$ cat config.mk
export PLATFORM = sky130hd
export DESIGN_NAME = dma_writer
export DESIGN_NICKNAME = d
export VERILOG_FILES = /design/src/rtl/dma_writer.sv
export SDC_FILE = /design/constraint.sdc
export NUM_CORES = 1
export LEC_CHECK = 0
export CAP_MARGIN = 40
export CORE_UTILIZATION = 44
export DETAILED_ROUTE_END_ITERATION = 7
export PLACE_DENSITY = 0.74
export SETUP_SLACK_MARGIN = 0.2
export SKIP_CTS_REPAIR_TIMING = 1
export SYNTH_ARGS = -nofsm -noshare
export SYNTH_HDL_FRONTEND = slang
export SYNTH_SLANG_ARGS = --single-unit
$ cat constraint.sdc
create_clock -name clk -period 6.95 [get_ports clk]
set_input_delay 1.39 -clock clk [delete_from_list [all_inputs] [get_ports clk]]
set_output_delay 1.39 -clock clk [all_outputs]
set_load 0.1 [all_outputs]
$ cat src/rtl/dma_writer.sv
// AXI3 write DMA: streams words from an upstream FIFO into memory as INCR bursts
// that never cross a 4 KB page, tracking outstanding bursts and reporting bus errors.
module dma_writer #(
  parameter int DataBits        = 64,
  parameter int AddrBits        = 32,
  parameter int LengthBits      = 16,
  parameter int BurstBits       = 5,
  parameter int FifoUsedBits    = 10,
  parameter int OutstandingBits = 2
) (
  input  logic                    clk,
  input  logic                    rst,
  input  logic [AddrBits-1:0]     cfg_dest,
  input  logic [LengthBits-1:0]   cfg_len,
  input  logic [BurstBits-1:0]    cfg_burst,
  input  logic                    cfg_valid,
  output logic                    cfg_busy,
  output logic                    cfg_done,
  output logic [LengthBits-1:0]   cfg_remain,
  output logic [1:0]              cfg_err,
  input  logic                    din_valid,
  output logic                    din_ready,
  input  logic [DataBits-1:0]     din_data,
  input  logic [FifoUsedBits-1:0] din_fifo_used,
  output logic                    mst_awvalid,
  input  logic                    mst_awready,
  output logic [AddrBits-1:0]     mst_awaddr,
  output logic [3:0]              mst_awlen,
  output logic [3:0]              mst_awid,
  output logic [2:0]              mst_awsize,
  output logic [1:0]              mst_awburst,
  output logic [1:0]              mst_awlock,
  output logic                    mst_wvalid,
  input  logic                    mst_wready,
  output logic [DataBits-1:0]     mst_wdata,
  output logic [DataBits/8-1:0]   mst_wstrb,
  output logic                    mst_wlast,
  output logic [3:0]              mst_wid,
  input  logic                    mst_bvalid,
  output logic                    mst_bready,
  input  logic [3:0]              mst_bid,
  input  logic [1:0]              mst_bresp
);
  localparam int BytesPerWord = DataBits / 8;
  localparam int WordShift    = $clog2(BytesPerWord);
  localparam int QDepth       = 1 << OutstandingBits;
  localparam int CommitBits   = FifoUsedBits + 1;
  localparam int PageBits     = 11;

  typedef enum logic [2:0] {IDLE, PREP1, PREP2, ISSUE, WAIT_RESP, DONE} state_t;
  state_t state, state_nx;

  logic [LengthBits-1:0]   remain;
  logic [AddrBits-1:0]     next_addr;
  logic [BurstBits-1:0]    burst_max, burst_cand, next_burst;
  logic [PageBits-1:0]     until_4k;
  logic [12:0]             page_room;
  logic [CommitBits-1:0]   committed;
  logic [LengthBits-1:0]   bursts_out;
  logic [BurstBits-1:0]    q_mem [QDepth];
  logic [OutstandingBits-1:0] wr_ptr, rd_ptr;
  logic [OutstandingBits:0]   q_count;
  logic [BurstBits-1:0]    beat, head;
  logic                    q_full, q_active, fifo_ok, issue, w_hs, pop, accept;
  logic                    unused_bits;

  function automatic logic [BurstBits-1:0] clip_burst(input logic [LengthBits-1:0] rem,
                                                      input logic [BurstBits-1:0] lim);
    return (rem < LengthBits'(lim)) ? BurstBits'(rem) : lim;
  endfunction

  function automatic logic [BurstBits-1:0] clip_page(input logic [BurstBits-1:0] cand,
                                                     input logic [PageBits-1:0] room);
    return (PageBits'(cand) < room) ? cand : BurstBits'(room);
  endfunction

  assign page_room = 13'h1000 - {1'b0, next_addr[11:0]};
  assign q_full    = (q_count == (OutstandingBits+1)'(QDepth));
  assign q_active  = (q_count != '0);
  assign fifo_ok   = ((FifoUsedBits+2)'(din_fifo_used)) >=
                     ((FifoUsedBits+2)'(committed) + (FifoUsedBits+2)'(next_burst));
  assign issue     = (state == ISSUE) && fifo_ok && !q_full && (!mst_awvalid || mst_awready);
  assign accept    = (state == IDLE) && cfg_valid;

  // W path is a pure pass-through gated by a pending burst at the queue head
  assign head       = q_mem[rd_ptr];
  assign mst_wvalid = din_valid & q_active;
  assign din_ready  = mst_wready & q_active;
  assign mst_wdata  = din_data;
  assign mst_wlast  = q_active && (beat == head - BurstBits'(1));
  assign w_hs       = mst_wvalid & mst_wready;
  assign pop        = w_hs & mst_wlast;

  assign mst_awid    = '0;
  assign mst_awsize  = 3'(WordShift);
  assign mst_awburst = 2'b01;
  assign mst_awlock  = '0;
  assign mst_wstrb   = '1;
  assign mst_wid     = '0;
  assign mst_bready  = 1'b1;
  assign unused_bits = ^mst_bid;

  assign cfg_busy   = (state != IDLE);
  assign cfg_done   = (state == DONE);
  assign cfg_remain = remain;

  always_comb begin
    state_nx = state;
    case (state)
      IDLE:      if (cfg_valid) state_nx = (cfg_len != '0) ? PREP1 : DONE;
      PREP1:     state_nx = (remain != '0) ? PREP2 : WAIT_RESP;
      PREP2:     state_nx = ISSUE;
      ISSUE:     if (issue) state_nx = PREP1;
      WAIT_RESP: if (!q_active && bursts_out == '0) state_nx = DONE;
      DONE:      state_nx = IDLE;
      default:   state_nx = IDLE;
    endcase
  end

  always_ff @(posedge clk) begin
    if (rst) begin
      state       <= IDLE;
      remain      <= '0;
      committed   <= '0;
      bursts_out  <= '0;
      cfg_err     <= '0;
      mst_awvalid <= 1'b0;
      q_count     <= '0;
      wr_ptr      <= '0;
      rd_ptr      <= '0;
      beat        <= '0;
    end else begin
      state <= state_nx;
      if (accept) begin
        remain  <= cfg_len;
        cfg_err <= '0;
      end else if (mst_bvalid && mst_bresp != 2'b00 && cfg_err == 2'b00) begin
        cfg_err <= mst_bresp;
      end
      if (issue) remain <= remain - LengthBits'(next_burst);
      if (issue)            mst_awvalid <= 1'b1;
      else if (mst_awready) mst_awvalid <= 1'b0;
      committed  <= committed + (issue ? CommitBits'(next_burst) : '0)
                              - (w_hs ? CommitBits'(1) : '0);
      bursts_out <= bursts_out + (issue ? LengthBits'(1) : '0)
                               - (mst_bvalid ? LengthBits'(1) : '0);
      if (issue) wr_ptr <= wr_ptr + OutstandingBits'(1);
      if (pop)   rd_ptr <= rd_ptr + OutstandingBits'(1);
      case ({issue, pop})
        2'b10:   q_count <= q_count + (OutstandingBits+1)'(1);
        2'b01:   q_count <= q_count - (OutstandingBits+1)'(1);
        default: q_count <= q_count;
      endcase
      if (w_hs) beat <= mst_wlast ? '0 : beat + BurstBits'(1);
    end
  end

  // Burst sizing datapath: Prep1 computes both limits, Prep2 picks the tighter
  always_ff @(posedge clk) begin
    if (accept) begin
      next_addr <= cfg_dest;
      burst_max <= cfg_burst;
    end
    if (state == PREP1) begin
      burst_cand <= clip_burst(remain, burst_max);
      until_4k   <= PageBits'(page_room >> WordShift);
    end
    if (state == PREP2) next_burst <= clip_page(burst_cand, until_4k);
    if (issue) begin
      mst_awaddr     <= next_addr;
      mst_awlen      <= 4'(next_burst - BurstBits'(1));
      next_addr      <= next_addr + (AddrBits'(next_burst) << WordShift);
      q_mem[wr_ptr]  <= next_burst;
    end
  end
endmodule
==> run_results.csv, run 1 <==
group,metric,value,unit
outcome,status,"complete, no violations",
clocking,path_clk_slew,0.07,ns
global_route,grt_pass1_wl,37000,µm
sta,maxSlewViolCount,0,
pwr,cellPowerDensity,312,nW/µm²
synth,synth_top_area_frac,0.328,
setup_path,critPathMaxFanout,47,
setup_path,r2r_start,"next_burst[3]",
final_layout,final_core_util,0.575,
detailed_routing,routedWlPerCell,15.8,µm
sta,grt_setup_unrepaired,"no",
final_layout,fillCellCount,1890,
sta,fin_skew,0.0102,ns
synth,synth.area.top_cells,"edfxtp_1, dfxtp_1, ha_1, buf_4, xnor2_1",
place,pre_cts_slack,0.980,ns
floorplanning,row_count,55,
final_layout,syn2layout_area_growth,27.2,%
final_layout,register_area,4650,µm²
global_route,grt_overflow_total,0,
synth,avgSynthCellArea,10.2,µm²
setup_path,crit_path_start_kind,"flop",
global_route,grt_usage,0.197,
setup_path,path_common_cell,"ha_1",
setup_path,crit_arrival,6.37,ns
floorplanning,die_h,155,µm
synth,async_flop_share,0,
global_route,grt_max_degree,66,
final_layout,nets,1373,
detailed_routing,first_pass_iters,4,
synth,synthFlopType,"edfxtp_1",
synth,ys_warn_count,0,
clocking,cts_buffers,17,
worst_hold_path,holdCritStartpoint,"next_addr[1]",
floorplanning,initial_utilization,0.452,
sta,setup_slack,0.912,ns
worst_hold_path,min_path_type,"reg -> reg",
synth,ys_ff_latch,176,
place,dp_hpwl,17300,µm
detailed_routing,wirelength,23300,µm
floorplanning,coreArea,22800,µm²
pwr,ir_worst_vdd,0.000167,V
detailed_routing,vias,7624,
setup_path,path_class,"reg -> reg",
sta,hold_viol,0,
pwr,leakagePower,0.00523,µW
final_layout,drive_gt1_frac,0.116,
detailed_routing,vias_per_cell,5.19,
sta,slew_headroom,0.446,
clocking,root_buffer,"clkbuf_16",
detailed_routing,first_iter_violations,478,
clocking,htree_levels,4,
synth,synth_cell_type_count,63,
synth,ys_top_cells_by_count,"edfxtp_1, buf_4, inv_1",
synth,synth_edf_count,113,
sta,max_freq,166,MHz
global_route,antenna_found_initial,1,
synth,yosysTopAreaCell,"edfxtp_1",
synth,synth_area,10300,µm²
detailed_routing,drc,0,
place,gp_congestion,0.865,
setup_path,cp_slowest_cell,"edfxtp_1",
sta,min_period,6.04,ns
floorplanning,io_pins,288,
setup_path,cp-end-kind,"flop",
detailed_routing,postRouteAntennaNets,0,
clocking,clkLatencyLatePin,0.44,ns
synth,ys_seq_area_frac,0.450,
setup_path,critPathLaunch,"next_burst[3]",
synth,syn_inst,1011,
setup_path,path_cells,"ha_1, o21a_1, a211oi_1, nor2_1, nand2_1, xnor2_1, ha_1, and4_1, a41o_1, a31oi_1, a22oi_1, nand2_2, inv_2, buf_4, nand2_1, ha_1, inv_1, ha_1, o21ai_0, a21boi_0, o21ai_0, a21oi_1, a31oi_1, mux2_2",
final_layout,multi_input_comb_area,4690,µm²
job,cap_violations,0,
place,portBuffers,131,
sta,setup_viol,0,
sta,worst_pin_slew,0.830,ns
global_route,grt_pass1_vias,7524,
floorplanning,die_x,155,µm
sta,whs,0.450,ns
setup_path,cp.required,7.28,ns
clocking,cts.sinks,176,
clocking,cts.path.max_buffers,2,
sta,setup-tns-final,0,ns
clocking,cts_tree,"done",
synth,yosysMostFrequentCell,"edfxtp_1",
sta,post-route-period-util,0.869,
pwr,total_power,4100,µW
setup_path,cpPeakStageDelay,0.60,ns
floorplanning,dieArea,24100,µm²
worst paths after layout:
check | cells after the start | endpoint | slack (ns)
max | 24 | committed[10] | 0.91
min | 0 | mst_awaddr[1] | 0.45
max reg2reg | 24 | committed[10] | 0.91
min reg2reg | 0 | mst_awaddr[1] | 0.45
sequential cells by signal, indices dropped and copies added, names as in the netlist, 4 cells and up, named ones only:
register    cells
q_mem          20
mst_awlen       4
bursts_out     16
committed      11
next_burst      5
cfg_remain     16
until_4k       10
mst_awaddr     32
beat            5
burst_cand      5
next_addr      32
burst_max       5
per-stage QoR:
stage	cells	area [µm²]
global placement	1375	11400
detailed placement	1437	12600
floorplan	1033	10400
finish	1470	13100
global route	1470	13100
CTS	1469	13100
placed cells by master (no fill, tap or decap), drive strengths merged, types with 4 or more instances in the layout:
cell	synthesis	routed
buf	92	73
edfxtp	113	113
xnor2	48	48
a211oi	8	8
a22oi	6	6
nor4	7	7
inv	88	91
a31oi	13	13
clkbuf	20	18
xor2	28	28
conb	2	24
a21o	12	12
fa	6	6
o21bai	7	7
o211ai	8	8
o311ai	7	7
mux4	5	5
and2	8	8
or3	15	15
clkinv	0	7
o21ai	46	46
dfxtp	63	63
a2111oi	4	4
ha	84	84
clkdlybuf4s50	0	130
a21oi	34	34
nor3	28	28
mux2	10	10
and3	13	13
nor2	57	57
nand4	9	9
nand2b	11	11
nand2	82	82
nand3	18	18
nor2b	16	16
o21a	8	8
routing by layer:
metal  GRT usage  up-vias  part of all wire
li1            -     3715                 -
met1       0.246     3589              0.43
met2       0.337      271              0.49
met3      0.0351       49             0.057
met4      0.0770        0             0.024
met5           0        -                 0
power breakdown:
part	switching (µW)	internal [µW]	total (µW)	leakage, µW
combinational	983	722	1710	0.00339
sequential	132	1300	1440	0.00156
clock	424	535	959	0.000283
total	1540	2560	4100	0.00523
worst max-delay path: cells and delay by family, from the launching register on:
family,cells,cell delay [ns]
adders and majority gates,4,1.33
xor gates and xnor gates,1,0.08
and+or+nand+nor,5,0.82
AOI/OAI and AO/OA,10,2.01
buffers and inverters,3,0.74
muxes,1,0.35
DFF,1,0.60
cell type report:
type / count / area share
multi-input combinational: 657 / 0.357
sequential: 176 / 0.354
timing repair buffer: 203 / 0.190
clock buffer: 18 / 0.0326
tap: 313 / 0.0298
inverter: 88 / 0.0251
clock inverter: 14 / 0.0120
antenna: 1 / 0.000190
cell families after synthesis:
kind of cell	synth area share
and+or+nand+nor	0.134
xor gates and xnor gates	0.0644
adders and majority gates	0.113
DFF	0.450
other	0.000727
AOI/OAI and AO/OA	0.109
muxes	0.0237
buffers and inverters	0.105
Power figures use the tool's default switching activity.
==> run 2: changes to the inputs <==
--- a/constraint.sdc
+++ b/constraint.sdc
@@ -3,2 +3,2 @@
 set_output_delay 1.39 -clock clk [all_outputs]
-set_load 0.1 [all_outputs]
+set_load 0.02 [all_outputs]
==> run 2 against run 1 <==
Effect of this change: final area fell by 8.2%; non-clock buffer count shrank 60; die area stayed put; worst setup slack better by 0.053 ns; sequential share of layout area up 3.2 points; clock skew decreased by 0.00079 ns; largest power group is now sequential cells; utilization down 4.7 points; critical endpoint unchanged; critical path depth unchanged; combinational power down 18%; final cell count down 4.0%; count of clock-buffer cells in the layout unchanged; flip-flop and latch count stayed put.
==> run_results.csv, run 2 (synthesized netlist as in run 1, its figures left out) <==
group,metric,value,unit
setup_path,r2r_start,"next_burst[3]",
global_route,grt_pass1_wl,35700,µm
global_route,grt_pass1_vias,7220,
sta,maxSlewViolCount,0,
sta,setup_viol,0,
sta,slew_headroom,0.450,
clocking,cts.path.max_buffers,2,
clocking,clkLatencyLatePin,0.43,ns
sta,max_freq,167,MHz
worst_hold_path,holdCritStartpoint,"next_addr[1]",
sta,grt_setup_unrepaired,"no",
place,dp_hpwl,16500,µm
place,dpl-instance-area,11500,µm²
final_layout,largest_registers,"mst_awaddr: 32 flops, next_addr: 32 flops, q_mem: 20 flops",
floorplanning,die_h,155,µm
clocking,cts_buffers,17,
final_layout,drive_gt1_frac,0.0675,
global_route,antenna_found_initial,2,
job,cap_violations,0,
global_route,grt_overflow_total,0,
clocking,path_clk_slew,0.07,ns
detailed_routing,postRouteAntennaNets,0,
detailed_routing,wirelength,22200,µm
detailed_routing,dr_wl_met3,1180,µm
worst_hold_path,min_path_type,"reg -> reg",
detailed_routing,first_iter_violations,420,
detailed_routing,vias_per_cell,5.14,
final_layout,mostFrequentLayoutCells,"clkdlybuf4s50_1, edfxtp_1, inv_1, ha_1, nand2_1",
pwr,p_sw_frac,0.349,
setup_path,r2r_setup_slack,0.97,ns
global_route,grt_max_degree,66,
floorplanning,initial_utilization,0.452,
place,portBuffers,131,
pwr,p_sw,1330,µW
setup_path,crit_arrival,6.31,ns
sta,post-route-period-util,0.861,
setup_path,crit_path_start_kind,"flop",
setup_path,path_class,"reg -> reg",
floorplanning,die_x,155,µm
sta,worst_pin_slew,0.824,ns
detailed_routing,wl_met1,9860,µm
pwr,cellPowerDensity,317,nW/µm²
floorplanning,row_count,55,
worst_hold_path,min_path_cells,0,
detailed_routing,dr.max_layer_used,"met4",
setup_path,cp.required,7.28,ns
outcome,status,"complete, no violations",
detailed_routing,drc,0,
setup_path,critPathMaxFanout,47,
floorplanning,coreArea,22800,µm²
pwr,intPower,2490,µW
setup_path,cp-end-kind,"flop",
detailed_routing,vias,7259,
pwr,combPwrFrac,0.369,
setup_path,regToRegEndpoint,"committed[10]",
pwr,power_frac_seq,0.375,
sta,fin_skew,0.00944,ns
floorplanning,io_pins,288,
pwr,leakagePower,0.00472,µW
floorplanning,dieArea,24100,µm²
clocking,htree_levels,4,
pwr,pwr-share-clk,0.256,
detailed_routing,wl_met2,10700,µm
setup_path,reg2reg_depth,24,
final_layout,final_core_util,0.528,
final_layout,nets,1313,
clocking,cts.sinks,176,
final_layout,syn2layout_area_growth,16.7,%
sta,setup-tns-final,0,ns
sta,min_period,5.98,ns
place,gp_congestion,0.865,
pwr,ir_worst_vdd,0.000170,V
final_layout,layout_commonest_cell,"clkdlybuf4s50_1",
sta,hold_viol,0,
worst_hold_path,whs_endpoint,"mst_awaddr[1]",
clocking,root_buffer,"clkbuf_16",
global_route,grt_usage,0.190,
clocking,cts_tree,"done",
detailed_routing,routedWlPerCell,15.7,µm
final_layout,final_area,12100,µm²
detailed_routing,first_pass_iters,5,
[run 2: worst max-delay path, stage by stage, from the launching register on]
cell and delay [ns]:
edfxtp_1 0.58, ha_1 0.43, o21a_1 0.14, a211oi_1 0.34, nor2_1 0.13, nand2_1 0.10
xnor2_1 0.08, ha_1 0.29, and4_1 0.22, a41o_1 0.18, a31oi_1 0.04, a22oi_1 0.32
nand2_2 0.23, inv_2 0.13, buf_4 0.55, nand2_1 0.14, ha_1 0.30, inv_1 0.04
ha_1 0.30, o21ai_0 0.13, a21boi_0 0.18, o21ai_0 0.27, a21oi_1 0.15, a31oi_1 0.24
mux2_2 0.35
[run 2: worst max-delay path by stage]
stage,start,endpoint
6_report,next_burst[3],committed[10]
3_3_place_gp,din_fifo_used[7],committed[7]
3_5_place_dp,din_fifo_used[9],committed[10]
2_1_floorplan,next_burst[0],committed[10]
4_1_cts,next_burst[3],committed[10]
5_1_grt,next_burst[3],committed[10]
[run 2: cell type report]
type	count	area [µm²]
sequential	176	4650
clock inverter	14	173
antenna	2	5.00
fill	2076	10800
inverter	88	330
tap	313	392
clock buffer	18	429
timing repair buffer	143	1390
multi-input combinational	657	4690
[run 2: stage by stage]
stage	setup WS (ns)	std cells	hold WS [ns]	power (µW)
2_1_floorplan	0.264	1033	0.424	2540
3_3_place_gp	1.09	1375	0.438	2810
3_5_place_dp	0.963	1377	0.435	2850
4_1_cts	0.956	1409	0.451	3840
5_1_grt	0.519	1411	0.460	4080
6_report	0.965	1411	0.450	3820
[run 2: per-layer routing]
metal / GRT usage / up-vias
li1: - / 3590
met2: 0.319 / 197
met3: 0.0365 / 33
met1: 0.243 / 3439
met5: 0 / -
met4: 0.0724 / 0
[run 2: power groups by stage]
stage / clock network, µW / logic (µW) / registers [µW]
floorplan: 0 / 1100 / 1440
global placement: 0 / 1360 / 1450
detailed placement: 0 / 1400 / 1460
CTS: 995 / 1410 / 1430
global route: 1030 / 1590 / 1450
finish: 980 / 1410 / 1430
==> run 3: changes to the inputs <==
clock period = 5.4 ns   (was 6.95 ns; I/O delays follow)
==> run 3 against run 2 <==
Effect of this change: via count grew 3.3%; worst setup slack lost 0.62 ns; non-clock buffer count grew 21; first-iteration DRC count shrank 12%; combinational power grew 39%; critical path depth grew 1; utilization grew 1.6 points; clock skew grew 0.0028 ns; largest cell class unchanged; largest power group is now combinational cells; highest routed layer unchanged.
==> run_results.csv, run 3 (synthesized netlist as in run 1, its figures left out) <==
group,metric,value,unit
sta,whs,0.462,ns
place,portBuffers,131,
setup_path,r2r_start,"next_burst[0]",
setup_path,crit_path_start_kind,"flop",
setup_path,reg2reg_depth,25,
setup_path,path_buf_inv,3,
clocking,cts.sinks,176,
sta,worst_pin_slew,0.868,ns
setup_path,path_common_cell,"ha_4",
setup_path,regToRegEndpoint,"bursts_out[14]",
final_layout,drive_gt1_frac,0.112,
sta,fin_skew,0.0122,ns
detailed_routing,first_pass_iters,5,
global_route,grt_overflow_total,0,
pwr,leakagePower,0.00486,µW
setup_path,cp.required,5.70,ns
pwr,ir_worst_vdd,0.000201,V
detailed_routing,drc,0,
pwr,cellPowerDensity,411,nW/µm²
setup_path,crit_family,"compound AO/OA/AOI/OAI gates",
setup_path,critPathMaxFanout,4,
setup_path,endpoint,"bursts_out[14]",
setup_path,cp_slowest_cell,"edfxtp_1",
clocking,root_buffer,"clkbuf_16",
setup_path,cpPeakStageDelay,0.44,ns
setup_path,critPathLaunch,"next_burst[0]",
final_layout,mostFrequentLayoutCells,"clkdlybuf4s50_1, edfxtp_1, inv_1, nand2_1, ha_1",
global_route,grt_pass1_vias,6971,
sta,setup_viol,0,
sta,min_period,5.05,ns
detailed_routing,routedWlPerCell,16.0,µm
sta,post-route-period-util,0.935,
global_route,grt_usage,0.190,
setup_path,crit_arrival,5.35,ns
sta,setup-tns-final,0,ns
clocking,cts_buffers,17,
sta,slew_headroom,0.420,
place,dp_hpwl,16900,µm
clocking,clkLatencyLatePin,0.43,ns
clocking,path_clk_slew,0.07,ns
job,cap_violations,0,
worst_hold_path,min_path_type,"reg -> reg",
clocking,htree_levels,4,
global_route,grt_max_degree,71,
floorplanning,initial_utilization,0.452,
floorplanning,dieArea,24100,µm²
detailed_routing,wirelength,23000,µm
global_route,grt_pass1_wl,35400,µm
floorplanning,coreArea,22800,µm²
floorplanning,io_pins,288,
detailed_routing,first_iter_violations,369,
final_layout,syn2layout_area_growth,20.2,%
floorplanning,row_count,55,
setup_path,r2r_setup_slack,0.35,ns
setup_path,path_class,"reg -> reg",
sta,maxSlewViolCount,0,
global_route,antenna_found_initial,1,
final_layout,largest_registers,"mst_awaddr: 32 flops, next_addr: 32 flops, q_mem: 20 flops",
sta,max_freq,198,MHz
final_layout,layout_commonest_cell,"clkdlybuf4s50_1",
setup_path,cp-end-kind,"flop",
detailed_routing,vias_per_cell,5.24,
sta,grt_setup_unrepaired,"yes",
clocking,cts_tree,"done",
setup_path,path_depth,25,
sta,hold_viol,0,
detailed_routing,vias,7495,
outcome,status,"complete, no violations",
floorplanning,die_h,155,µm
detailed_routing,postRouteAntennaNets,0,
place,gp_congestion,0.840,
final_layout,nets,1334,
floorplanning,die_x,155,µm
clocking,cts.path.max_buffers,2,
==> run 3: how the worst min path moves through the flow <==
| stage | startpoint | endpoint | slack, ns | cells past startpoint |
|---|---|---|---|---|
| after floorplan | next_addr[8] | mst_awaddr[8] | 0.42 | 0 |
| after global placement | next_addr[31] | mst_awaddr[31] | 0.47 | 0 |
| after detailed placement | next_addr[1] | mst_awaddr[1] | 0.45 | 0 |
| after CTS | next_addr[1] | mst_awaddr[1] | 0.47 | 0 |
| after global routing | next_addr[1] | mst_awaddr[1] | 0.47 | 0 |
| final | next_addr[1] | mst_awaddr[1] | 0.46 | 0 |
==> run 3: cell type report <==
class / count / area [µm²]
Clock inverter: 14 / 191
Inverter: 88 / 338
Clock buffer: 18 / 429
Multi-Input combinational cell: 657 / 4840
Tap cell: 313 / 392
Timing Repair Buffer: 164 / 1580
Fill cell: 2042 / 10400
Sequential cell: 176 / 4650
Antenna cell: 1 / 2.50
==> run 3: worst register-to-register path: stages, from the launching register on <==
cell and delay, ns:
edfxtp_1 0.44, ha_4 0.21, fa_2 0.42, a211oi_2 0.22
o21bai_2 0.12, nand3_1 0.11, xnor2_1 0.08, ha_1 0.29
and4_1 0.20, a41o_1 0.15, a31oi_1 0.05, a22oi_2 0.23
nand2_2 0.15, buf_12 0.19, ha_4 0.21, inv_2 0.06
ha_4 0.13, inv_2 0.04, fa_2 0.38, nor2b_4 0.15
o311a_1 0.22, o21a_1 0.17, o211ai_1 0.12, a31oi_2 0.25
mux2i_1 0.23, o311ai_1 0.11
==> run 3: power by group <==
part           switching [µW]  internal (µW)  leakage [µW]
clock network             553            747      0.000299
logic                    1040            922       0.00300
registers                 163           1680       0.00156
==> run 3: routing by layer <==
| metal | GRT usage | share of wire |
|---|---|---|
| met1 | 0.239 | 0.43 |
| met2 | 0.314 | 0.49 |
| met3 | 0.0379 | 0.050 |
| met4 | 0.0892 | 0.031 |
| met5 | 0 | 0 |
==> run 3: metrics by stage <==
stage	instance area, µm²	setup slack [ns]	power, µW	cells	utilization
after global placement	11500	0.210	3640	1378	0.503
after floorplan	10500	0.203	3280	1033	-
after CTS	12100	0.100	5000	1412	0.531
after global routing	12400	0.0888	5440	1431	0.544
after detailed placement	11500	0.145	3690	1380	0.503
final	12400	0.349	5100	1431	0.544
